[src/rtl/sram_read_arbiter.sv]
// ---------------------------------------------------------------------------
// sram_read_arbiter
//
// Shares one SRAM read port between two requesters: the SPI readout path and
// the detector scan path. Grants are combinational and round-robin on ties.
// A per-grant tag (owner + out-of-range flag) follows the SRAM read latency,
// so the shared rdata/rd_err register can be steered to the owner's valid.
//
// Ports
//   clk        in   sole clock, all state on the rising edge
//   res        in   asynchronous active-high reset
//   busy       in   capture in progress; blocks new grants
//   spi_req    in   SPI read request
//   spi_addr   in   SPI read word address [ADDR_W]
//   spi_gnt    out  SPI request accepted this cycle
//   spi_valid  out  rdata belongs to SPI this cycle
//   det_req    in   detector read request
//   det_addr   in   detector read word address [ADDR_W]
//   det_gnt    out  detector request accepted this cycle
//   det_valid  out  rdata belongs to detector this cycle
//   q          in   SRAM read data [DATA_W]
//   rdaddr     out  registered SRAM read address [ADDR_W]
//   rdata      out  registered read data [DATA_W]
//   rd_err     out  delivered read used an address >= LIMIT
// ---------------------------------------------------------------------------
module sram_read_arbiter #(
  parameter int ADDR_W = 12,
  parameter int DATA_W = 16,
  parameter int RD_LAT = 2,
  parameter int LIMIT  = 640
) (
  input  logic              clk,
  input  logic              res,
  input  logic              busy,
  input  logic              spi_req,
  input  logic [ADDR_W-1:0] spi_addr,
  output logic              spi_gnt,
  output logic              spi_valid,
  input  logic              det_req,
  input  logic [ADDR_W-1:0] det_addr,
  output logic              det_gnt,
  output logic              det_valid,
  input  logic [DATA_W-1:0] q,
  output logic [ADDR_W-1:0] rdaddr,
  output logic [DATA_W-1:0] rdata,
  output logic              rd_err
);

  localparam logic [31:0] LIMIT_U = 32'(LIMIT);

  // last_spi_q = 1 means SPI was granted most recently; reset value 0
  // ("detector last") lets SPI win the first tie.
  logic              last_spi_q, last_spi_d;
  logic [ADDR_W-1:0] rdaddr_q, rdaddr_d;
  logic [RD_LAT-1:0] tag_spi_q, tag_spi_d;
  logic [RD_LAT-1:0] tag_det_q, tag_det_d;
  logic [RD_LAT-1:0] tag_err_q, tag_err_d;
  logic              spi_valid_q, spi_valid_d;
  logic              det_valid_q, det_valid_d;
  logic [DATA_W-1:0] rdata_q, rdata_d;
  logic              rd_err_q, rd_err_d;

  logic              grant_spi, grant_det, grant_any, grant_err;
  logic [ADDR_W-1:0] grant_addr;

  // Grant decision. Reset is folded in so grants drop the moment res rises,
  // not just at the next edge.
  always_comb begin
    grant_spi = 1'b0;
    grant_det = 1'b0;
    if (!res && !busy) begin
      if (spi_req && det_req) begin
        grant_spi = !last_spi_q;
        grant_det = last_spi_q;
      end else begin
        grant_spi = spi_req;
        grant_det = det_req;
      end
    end
  end

  assign grant_any  = grant_spi | grant_det;
  assign grant_addr = grant_spi ? spi_addr : det_addr;
  assign grant_err  = (32'(grant_addr) >= LIMIT_U);

  // Next-state logic: pointer, read address, tag shift register, and the
  // final capture stage that lands q into rdata one cycle after the read
  // data is valid at the SRAM output.
  always_comb begin
    last_spi_d = last_spi_q;
    if (grant_spi) begin
      last_spi_d = 1'b1;
    end else if (grant_det) begin
      last_spi_d = 1'b0;
    end

    rdaddr_d = rdaddr_q;
    if (grant_any) begin
      rdaddr_d = grant_addr;
    end

    // Stage 0 is loaded with the grant; stage RD_LAT-1 is the cycle in
    // which q for that grant is present.
    tag_spi_d    = '0;
    tag_det_d    = '0;
    tag_err_d    = '0;
    tag_spi_d[0] = grant_spi;
    tag_det_d[0] = grant_det;
    tag_err_d[0] = grant_any & grant_err;
    for (int i = 1; i < RD_LAT; i++) begin
      tag_spi_d[i] = tag_spi_q[i-1];
      tag_det_d[i] = tag_det_q[i-1];
      tag_err_d[i] = tag_err_q[i-1];
    end

    spi_valid_d = tag_spi_q[RD_LAT-1];
    det_valid_d = tag_det_q[RD_LAT-1];
    rdata_d     = rdata_q;
    rd_err_d    = rd_err_q;
    if (spi_valid_d || det_valid_d) begin
      rd_err_d = tag_err_q[RD_LAT-1];
      rdata_d  = tag_err_q[RD_LAT-1] ? '0 : q;
    end
  end

  always_ff @(posedge clk or posedge res) begin
    if (res) begin
      last_spi_q  <= 1'b0;
      rdaddr_q    <= '0;
      tag_spi_q   <= '0;
      tag_det_q   <= '0;
      tag_err_q   <= '0;
      spi_valid_q <= 1'b0;
      det_valid_q <= 1'b0;
      rdata_q     <= '0;
      rd_err_q    <= 1'b0;
    end else begin
      last_spi_q  <= last_spi_d;
      rdaddr_q    <= rdaddr_d;
      tag_spi_q   <= tag_spi_d;
      tag_det_q   <= tag_det_d;
      tag_err_q   <= tag_err_d;
      spi_valid_q <= spi_valid_d;
      det_valid_q <= det_valid_d;
      rdata_q     <= rdata_d;
      rd_err_q    <= rd_err_d;
    end
  end

  assign spi_gnt   = grant_spi;
  assign det_gnt   = grant_det;
  assign spi_valid = spi_valid_q;
  assign det_valid = det_valid_q;
  assign rdaddr    = rdaddr_q;
  assign rdata     = rdata_q;
  assign rd_err    = rd_err_q;

endmodule

[config.mk]
export PLATFORM = sky130hd
export DESIGN_NAME = sram_read_arbiter
export DESIGN_NICKNAME = d
export VERILOG_FILES = /design/src/rtl/sram_read_arbiter.sv
export SDC_FILE = /design/constraint.sdc
export NUM_CORES = 1
export LEC_CHECK = 0
export ABC_CLOCK_PERIOD_IN_PS = 1480
export BUFFER_PORTS_ARGS = -buffer_cell sky130_fd_sc_hd__buf_2
export CORE_MARGIN = 4
export CORE_UTILIZATION = 48
export CTS_BUF_LIST = sky130_fd_sc_hd__clkbuf_2 sky130_fd_sc_hd__clkbuf_4 sky130_fd_sc_hd__clkbuf_8
export CTS_CLUSTER_SIZE = 20
export DETAILED_ROUTE_END_ITERATION = 8
export GPL_TIMING_DRIVEN = 0
export PLACE_DENSITY = 0.82
export REMOVE_ABC_BUFFERS = 1
export SLEW_MARGIN = 40
export SYNTH_ARGS = -nofsm -noshare
export SYNTH_HDL_FRONTEND = slang
export SYNTH_SLANG_ARGS = --single-unit
[constraint.sdc]
create_clock -name clk -period 1.48 [get_ports clk]
set_input_delay 0.148 -clock clk [delete_from_list [all_inputs] [get_ports clk]]
set_output_delay 0.148 -clock clk [all_outputs]
set_load 0.05 [all_outputs]
Yosys cells after proc, flatten, opt, wreduce, memory -nomap -nowiden. Cells that the tools add are included.

Reductions and logical operators: 7. Muxes and demuxes: 8. Order comparisons: 1. Bitwise gates (word level): 2.

Operator list (count): $mux 16 (1); $ge 12x10->1 const B (1); $mux 12 (1); $mux 1 (6); $logic_not 1->1 (3); $logic_and 1x1->1 (2); $reduce_bool 2->1 (1); $and 1x1->1 (1); $logic_or 1x1->1 (1); $or 1x1->1 (1).

Word-level logic and storage cells: 27. Flip-flop bits (word level): 38. Input port bits: 45.

Longest topological paths before layout. Gate-level depths: netlist of run 1.

Depth in word-level cells: 6. Gate-level depth with buffers: 5.

Worst setup path after synthesis of run 1. Ideal clock, no wire load.

Path type: input-to-reg. Start point: in busy. End point: reg tag_det_q[0]. Required time: 1.277 ns. Path buffers: 1. Data arrival time: 1.253 ns. Cell stages on the path: 3. Slack: 0.024 ns. Cell sequence: or2_1 buf_4 nor2_1.

Longest elaborated chain between the ends: 3.

RTL lines: from (decl) (line 34) `input logic busy,`; $logic_not 1->1 (line 71) `if (!res && !busy) begin`; $logic_and 1x1->1 (line 71); $mux 1 (line 71); named net det_gnt (line 41) `output logic det_gnt,`; to (signal assigned) (line 141) `tag_det_q <= tag_det_d;`; to (decl) (line 56) `logic [RD_LAT-1:0] tag_det_q, tag_det_d;`.

The timed path passes the listed nets, and every way through them passes these cells. A chain may end at the register's enable or synchronous reset.

Final worst setup path of run 1.
Start point: reg last_spi_q. End point: out spi_gnt.

Longest elaborated chain between the ends: 3.

RTL lines: from (decl) (line 53) `logic last_spi_q, last_spi_d;`; from (signal assigned) (line 138) `last_spi_q <= last_spi_d;`; $logic_not 1->1 (line 73) `grant_spi = !last_spi_q;`; $mux 1 (line 72) `if (spi_req && det_req) begin`; $mux 1 (line 71); to (decl) (line 37) `output logic spi_gnt,`.

Every way passes these cells.

==> flow_summary.ini, run 1 <==
[critical_path]
reg2reg_slack_ns = 0.09
ff2ff_path_depth = 4
crit_start = last_spi_q
cp_slowest_cell = dfrtp_1
worst-setup-path-type = reg2out
crit_required_ns = 1.33
max_stage_delay_ns = 0.43
arrival_ns = 1.35
cp_max_fo = 3
cp-start-kind = flop
r2r-start = last_spi_q
worstReg2RegEnd = rdaddr[7]
path_cells = a211oi_4 -> and2_4 -> buf_8
crit_path_end_kind = output port

[die]
ios = 78
die-area_mm2 = 0.00458
row_count = 21
die-width_um = 67.7
die_y_um = 67.7
initial_core_util = 0.504
core_mm2 = 0.00339

[sta]
final_hold_viol_count = 0
fin_worst_skew_ns = 0.00325
worst_slew_pin_slew_ns = 0.737
slew_headroom = 0.507
maxSlewViolCount = 0
final.min_clock_period_ns = 1.50
fin_crit_sh = 1.01
grt_setup_unrepaired = yes
fmax_mhz = 668
setup_slack_ns = -0.0164
setup_viol = 1

[clock_network]
insertion_delay_ns = 0.33
clock_sinks = 38
numCtsBuffers = 5
htreeDepth = 2
cts_root_buf = clkbuf_4
clk_pin_slew_ns = 0.11
cts_tree = built
clock_path_buffers = 2

[routing]
vias = 1482
wl_per_cell_um = 12.9
ant_nets = 0
drc = 0
via_per_inst = 5.11
drt-initial-drc-count = 61
routed_wl_um = 3750
firstDrtPassIters = 4

[synthesis]
synth_flop_cell = dfrtp_1
ys_top_cells_by_area = dfrtp_1, o311ai_2, nand2b_1
synth_top_area_frac = 0.557
synth-seq-cells = 38
syn_avg_cell_area_um2 = 10.4
syn_area_mm2 = 0.00171
synth-edff-count = 0
synth.distinct_cells = 21
yosysWarnings = 0
synth_cells = 165
synthArstFlopShare = 1.00
synth-seq-area-share = 0.557
synth_area_leader_cell = dfrtp_1

[global_routing]
antenna_found_initial = 0
grt_pass1_wl_um = 6190
gr-usage-all-layers = 0.181
first_global_vias = 1456
grt_max_degree = 26
grt_overflow = 0

[hold_path]
hold_start = q[7]
hold_path.class = in2reg
holdPathEnd = rdata[7]
hold_path_depth = 3

[final_layout]
drive_above_1_share = 0.418
area_growth_pct = 31.7
nets = 288
antennaDiodeCount = 0
instances_no_fill = 290

[pwr]
p_leak_nw = 1.17
p_per_area_mw_per_mm2 = 1350
peakVddDrop_mv = 0.692
power_mw = 3.04

[placement]
placed_cells = 279
place_ws_ns = -0.322
port_buffers = 77
gp_congestion = 0.767
hpwl_um = 2750

[status]
violations = negative setup slack
outcome = complete, but fails checks

[flow_run]
max_cap_violations = 0
[worst max path at each step]
stage,slack (ns),end,cells after the start
floorplan,-0.46,rd_err,2
detailed placement,-0.32,spi_gnt,3
CTS,-0.04,spi_gnt,3
global route,-0.08,spi_gnt,3
global placement,-0.80,rd_err,2
finish,-0.02,spi_gnt,3
[flip-flops by register name, indices dropped and copies added (netlist names)]
register / count
tag_spi_q: 2
tag_det_q: 2
last_spi_q: 1
det_valid: 1
rdaddr: 12
rd_err: 1
tag_err_q: 2
rdata: 16
spi_valid: 1
[cell type report]
class / instances / area, um^2
Clock buffer: 7 / 58.8
Fill cell: 254 / 1140
Inverter: 14 / 52.6
Tap cell: 46 / 57.6
Timing Repair Buffer: 82 / 478
Clock inverter: 1 / 5.00
Multi-Input combinational cell: 102 / 647
Sequential cell: 38 / 951
[cell usage in the layout, fill, tap and decap left out]
cell	Yosys	final
buf_2	3	75
dfrtp_1	38	38
o21ai_1	18	17
nand2b_1	16	16
nand2_1	16	16
o21ai_0	14	14
inv_1	14	13
nand3_1	13	13
o311ai_2	7	7
clkbuf_4	0	6
nor2_1	6	5
o311ai_1	5	5
buf_4	2	3
buf_16	0	2
nor2_4	0	1
a211oi_4	1	1
and2_4	1	1
or2_1	1	1
nand4_1	1	1
o211a_1	1	1
inv_2	0	1
o21ai_2	0	1
mux2_2	1	1
a21o_1	1	1
clkbuf_8	0	1
clkinv_2	0	1
dlygate4sd3_1	0	1
buf_8	0	1
[metal layers]
metal / vias up / global-route usage / routed length, um
met3: 6 / 0.0815 / 496
met4: 0 / 0.0633 / 48
met2: 86 / 0.313 / 1690
met1: 671 / 0.195 / 1510
li1: 719 / - / -
met5: - / 0 / 0
[power breakdown]
part	switching [mW]	internal [mW]	total (mW)
Clock	0.317	0.249	0.566
Sequential	0.0877	1.21	1.30
Combinational	0.866	0.309	1.17
[logic make-up after synthesis]
logic type,count (synthesis),synth area share
AOI/OAI and AO/OA,47,0.208
buffers and inverters,25,0.0711
DFF,38,0.557
muxes,1,0.00659
and+or+nand+nor,54,0.158
[critical path: cells and delay by family, from the launching register on]
family                 cells  cell delay, ns
AO/OA/AOI/OAI              1            0.25
buffers and inverters      1            0.14
flip-flops                 1            0.43
AND/OR/NAND/NOR            1            0.20
[cell usage after synthesis, types with 3 or more instances]
library cell and count:
buf_2 3, clkbuf_1 5, dfrtp_1 38, inv_1 14, nand2_1 16, nand2b_1 16
nand3_1 13, nor2_1 6, o21ai_0 14, o21ai_1 18, o311ai_1 5, o311ai_2 7
[per-stage QoR]
step / instance area (um^2) / TNS [ns] / utilization / hold slack, ns
final: 2250 / -0.0164 / 0.664 / 0.0455
after global placement: 2080 / -15.62 / 0.614 / 0.332
after CTS: 2250 / -0.0410 / 0.663 / 0.0242
after detailed placement: 2150 / -2.24 / 0.634 / 0.235
after floorplan: 1640 / -5.13 / - / 0.289
after global routing: 2250 / -0.0803 / 0.664 / 0.0241
[what timing repair did]
action                                 4_1_cts  5_1_grt
setup endpoints to repair                   15        2
setup buffers                                2        0
hold buffers                                 1        0
resized for setup                            3        2
endpoints found under the hold margin       19        0
pin swaps                                    1        0
Note: power is estimated with default switching activity, not from simulation.
==> run 2, diff against run 1 <==
--- a/config.mk
+++ b/config.mk
@@ -7,13 +7,15 @@
 export LEC_CHECK = 0
 export ABC_CLOCK_PERIOD_IN_PS = 1480
 export BUFFER_PORTS_ARGS = -buffer_cell sky130_fd_sc_hd__buf_2
+export CELL_PAD_IN_SITES_DETAIL_PLACEMENT = 1
+export CELL_PAD_IN_SITES_GLOBAL_PLACEMENT = 2
 export CORE_MARGIN = 4
-export CORE_UTILIZATION = 48
+export CORE_UTILIZATION = 28
 export CTS_BUF_LIST = sky130_fd_sc_hd__clkbuf_2 sky130_fd_sc_hd__clkbuf_4 sky130_fd_sc_hd__clkbuf_8
 export CTS_CLUSTER_SIZE = 20
 export DETAILED_ROUTE_END_ITERATION = 8
 export GPL_TIMING_DRIVEN = 0
-export PLACE_DENSITY = 0.82
+export PLACE_DENSITY_LB_ADDON = 0.1
 export REMOVE_ABC_BUFFERS = 1
 export SLEW_MARGIN = 40
 export SYNTH_ARGS = -nofsm -noshare
==> run 2 against run 1 <==
The flow now finishes without violations. Clock skew up 0.0018 ns. Final area up 2.9%. Die area up 62%. Largest cell class unchanged. Largest power group unchanged.
==> flow_summary.ini, run 2 (same netlist as run 1, synthesis figures left out) <==
[sta]
slew_headroom = 0.625
fin_crit_sh = 0.985
final.min_clock_period_ns = 1.46
worst_slew_pin_slew_ns = 0.562
fmax_mhz = 686
grt_setup_unrepaired = yes
fin_tns_setup_ns = 0
setup_viol = 0
fin_worst_skew_ns = 0.00506
final_hold_viol_count = 0
maxSlewViolCount = 0

[critical_path]
worst-setup-path-type = reg2out
crit_start = last_spi_q
cp-start-kind = flop
crit_path_end_kind = output port
cp_slowest_cell = dfrtp_1
cp_max_fo = 3
arrival_ns = 1.31
r2r-start = last_spi_q
crit_required_ns = 1.33
path_cells = a211oi_4 -> and2_4 -> buf_8
max_stage_delay_ns = 0.42

[die]
die-area_mm2 = 0.00741
initial_core_util = 0.288
row_count = 28
die-width_um = 86.1
die_y_um = 86.1
core_mm2 = 0.00592
ios = 78

[clock_network]
clk_pin_slew_ns = 0.07
clock_sinks = 38
numCtsBuffers = 5
htreeDepth = 2
cts_root_buf = clkbuf_8
clock_path_buffers = 2
insertion_delay_ns = 0.28
cts_tree = built

[global_routing]
antenna_found_initial = 0
grt_max_degree = 39
grt_pass1_wl_um = 7700
grt_overflow = 0
first_global_vias = 1626
gr-usage-all-layers = 0.133

[final_layout]
mostFrequentLayoutCell = buf_2
largest_register_ffs = 16
drive_above_1_share = 0.424
antennaDiodeCount = 0
area_growth_pct = 35.5
mostFrequentLayoutCells = buf_2, dfrtp_1, o21ai_1
nets = 289

[pwr]
p_leak_nw = 1.18
power_mw = 3.24
peakVddDrop_mv = 0.441
p_per_area_mw_per_mm2 = 1400

[routing]
routed_wl_um = 4620
wl_met3_um = 414
drt-initial-drc-count = 27
wl_met2_um = 2280
via_per_inst = 4.66
ant_nets = 0
dr.max_layer_used = met4
wl_met1_um = 1910
wl_per_cell_um = 14.4
firstDrtPassIters = 4
drc = 0
vias = 1490

[status]
outcome = finished, final reports clean

[placement]
port_buffers = 77
gp_congestion = 0.706
hpwl_um = 3240

[flow_run]
max_cap_violations = 0

[hold_path]
hold_start = q[1]
hold_path.class = in2reg
run 2: final cells by class:
class | instances | area, um^2
timing repair buffer | 83 | 463
sequential | 38 | 951
clock inverter | 1 | 5.00
tap | 75 | 93.8
multi-input combinational | 102 | 657
fill | 711 | 3610
inverter | 14 | 55.1
clock buffer | 7 | 90.1
run 2: layer usage:
layer / vias up / track usage
met5: - / 0
met1: 710 / 0.160
met2: 59 / 0.228
li1: 719 / -
met3: 2 / 0.0384
met4: 0 / 0.0388
run 2: report_power, final:
group,total [mW],internal (mW),switching [mW]
clock,0.754,0.395,0.359
combinational,1.19,0.310,0.881
sequential,1.30,1.21,0.0878
total,3.24,1.92,1.33
run 2: stage by stage:
step                hold WS, ns  cell area [um^2]  setup WS [ns]   util  std cells
floorplan                 0.289              1640         -0.461      -        154
global placement          0.333              2120         -0.972  0.358        306
detailed placement        0.263              2160         -0.452  0.365        307
CTS                      0.0973              2310       -0.00450  0.390        320
global route              0.108              2310        -0.0624  0.391        320
finish                    0.109              2310         0.0225  0.391        320
run 2: critical path, delay by kind of cell, from the launching register on:
family / cells / cell delay [ns]
flops: 1 / 0.42
compound gates: 1 / 0.26
simple gates: 1 / 0.21
buf+inv: 1 / 0.14
run 2: final timing paths:
path                                end  slack [ns]  depth (start not counted)
setup / recovery                spi_gnt        0.02                          3
hold / removal                 rdata[1]        0.11                          3
setup reg to reg              rdaddr[9]        0.09                          4
hold reg to reg            tag_spi_q[1]        0.35                          0
max in group asynchronous      rdata[9]        0.61                          3
min in group asynchronous     rdaddr[6]        0.52                          3
run 2: repair_timing:
action / 4_1_cts / 5_1_grt
buffers inserted: 4 / 0
endpoints found under the setup margin: 16 / 9
hold endpoints to repair: 38 / 0
pin swaps: 1 / 0
gates resized for setup: 3 / 0
hold buffers: 1 / 0
==> run 3, diff against run 2 <==
--- a/config.mk
+++ b/config.mk
@@ -17,6 +17,7 @@
 export GPL_TIMING_DRIVEN = 0
 export PLACE_DENSITY_LB_ADDON = 0.1
 export REMOVE_ABC_BUFFERS = 1
+export SETUP_SLACK_MARGIN = 0.3
 export SLEW_MARGIN = 40
 export SYNTH_ARGS = -nofsm -noshare
 export SYNTH_HDL_FRONTEND = slang
==> run 3 against run 2 <==
Setup slack better by 0.0084 ns. Global-route usage grew 0.68 points. Clock-buffer cell count unchanged. Via count is 2.5% higher. Cell count increased by 1.9%.
==> flow_summary.ini, run 3 (same netlist as run 1, synthesis figures left out) <==
[sta]
fin_crit_sh = 0.979
setup_slack_ns = 0.0310
final.min_clock_period_ns = 1.45
fin_worst_skew_ns = 0.00562
slew_headroom = 0.450
setup_viol = 0
worst_slew_pin_slew_ns = 0.821
fin_tns_setup_ns = 0
fmax_mhz = 690
maxSlewViolCount = 0
grt_setup_unrepaired = yes
final_hold_viol_count = 0

[die]
core_mm2 = 0.00592
die-area_mm2 = 0.00741
row_count = 28
ios = 78
die-width_um = 86.1
die_y_um = 86.1
initial_core_util = 0.288

[placement]
hpwl_um = 3240
placed_area_mm2 = 0.00216
gp_congestion = 0.706
port_buffers = 77
placed_cells = 307
place_ws_ns = -0.452

[pwr]
p_int_mw = 2.00
p_sw_mw = 1.38
seq_power_share = 0.384
p_per_area_mw_per_mm2 = 1320
power_frac_comb = 0.393
pwr-share-clk = 0.223
peakVddDrop_mv = 0.524
p_leak_nw = 1.28
switching_share = 0.408

[hold_path]
hold_path.class = in2reg

[critical_path]
cp-start-kind = flop
crit_path_end_kind = output port
cp_max_fo = 2
path_cells = a211oi_4 -> and2_4 -> buf_8
crit_family = flip-flops
cp_slowest_cell = dfrtp_1
crit_required_ns = 1.33
max_stage_delay_ns = 0.41
arrival_ns = 1.30
worst-path-buf-inv = 1
worst-setup-path-type = reg2out

[status]
outcome = finished, final reports clean

[clock_network]
cts_tree = built
clk_pin_slew_ns = 0.07
clock_path_buffers = 2
clock_sinks = 38
cts_root_buf = clkbuf_8
numCtsBuffers = 5
htreeDepth = 2
insertion_delay_ns = 0.28

[final_layout]
multiInputGateArea_um2 = 788
final_util = 0.434
mostFrequentLayoutCell = buf_2
seqCellArea_um2 = 951
drive_above_1_share = 0.458
area_growth_pct = 50.5
fillCellCount = 698
largest_register_ffs = 16
final_cell_area_mm2 = 0.00257
nets = 295
instances_no_fill = 326
antennaDiodeCount = 0
mostFrequentLayoutCells = buf_2, dfrtp_1, o21ai_1

[global_routing]
antenna_found_initial = 0
first_global_vias = 1653
grt_max_degree = 39
grt_overflow = 0
gr-usage-all-layers = 0.140
grt_pass1_wl_um = 8140

[routing]
wl_met3_um = 371
via_per_inst = 4.68
wl_per_cell_um = 15.2
wl_met2_um = 2380
ant_nets = 0
routed_wl_um = 4940
wl_met1_um = 2170
drc = 0
drt-initial-drc-count = 21
vias = 1527
dr.max_layer_used = met4
firstDrtPassIters = 4

[flow_run]
max_cap_violations = 0
==> run 3: changes by cell type in the layout (fill, tap and decap cells not counted) <==
cell | previous run | this run
o311ai_4 | 0 | 9
o311ai_1 | 5 | 0
o311ai_2 | 7 | 3
buf_6 | 0 | 2
buf_8 | 1 | 3
buf_12 | 0 | 1
buf_2 | 76 | 75
bufbuf_16 | 0 | 1
clkbuf_16 | 0 | 1
mux2_2 | 1 | 0
mux2_4 | 0 | 1
o21ai_0 | 14 | 13
o21ai_1 | 17 | 18
==> run 3: cell type report <==
class | count | area share
Tap cell | 75 | 0.0365
Sequential cell | 38 | 0.370
Clock buffer | 7 | 0.0350
Timing Repair Buffer | 89 | 0.229
Clock inverter | 1 | 0.00195
Inverter | 14 | 0.0214
Multi-Input combinational cell | 102 | 0.307
==> run 3: worst reg2reg max path: stages (launching register included) <==
cell	delay, ns
dfrtp_1	0.41
a211oi_4	0.25
and2_4	0.21
buf_6	0.13
buf_12	0.15
o311ai_2	0.11
==> run 3: path summary, 6_finish.rpt <==
path / startpoint / endpoint / slack [ns] / depth (start not counted)
max: last_spi_q / spi_gnt / 0.03 / 3
min: q[1] / rdata[1] / 0.11 / 3
max reg2reg: last_spi_q / rdaddr[6] / 0.08 / 5
min reg2reg: tag_spi_q[0] / tag_spi_q[1] / 0.35 / 0
max in group asynchronous: res / rdata[2] / 0.61 / 3
min in group asynchronous: res / tag_det_q[0] / 0.53 / 3
==> run 3: metal layers <==
layer  vias to the layer above  track usage
met1                       735        0.179
met2                        53        0.235
met4                         0       0.0345
li1                        737            -
met3                         2       0.0346
met5                         -            0
==> run 3: stage by stage <==
step / power [mW] / hold WS, ns
after global placement: 2.48 / 0.333
final: 3.38 / 0.111
after CTS: 3.39 / 0.0973
after detailed placement: 2.51 / 0.263
after global routing: 3.56 / 0.110
after floorplan: 2.16 / 0.289
==> run 3: what timing repair did <==
item | 4_1_cts | 5_1_grt
hold buffers | 1 | 0
cloned | 2 | 0
pin swaps | 3 | 1
setup buffers | 8 | 0
endpoints found under the setup margin | 18 | 27
resized for setup | 21 | 10
hold endpoints to repair | 38 | 0
==> run 3: power by group through the flow <==
stage | Sequential (mW) | Clock (mW) | Combinational [mW]
floorplan | 1.90 | 0 | 0.259
detailed placement | 1.33 | 0 | 1.19
CTS | 1.30 | 0.784 | 1.30
global placement | 1.32 | 0 | 1.16
global route | 1.33 | 0.825 | 1.40
finish | 1.30 | 0.755 | 1.33
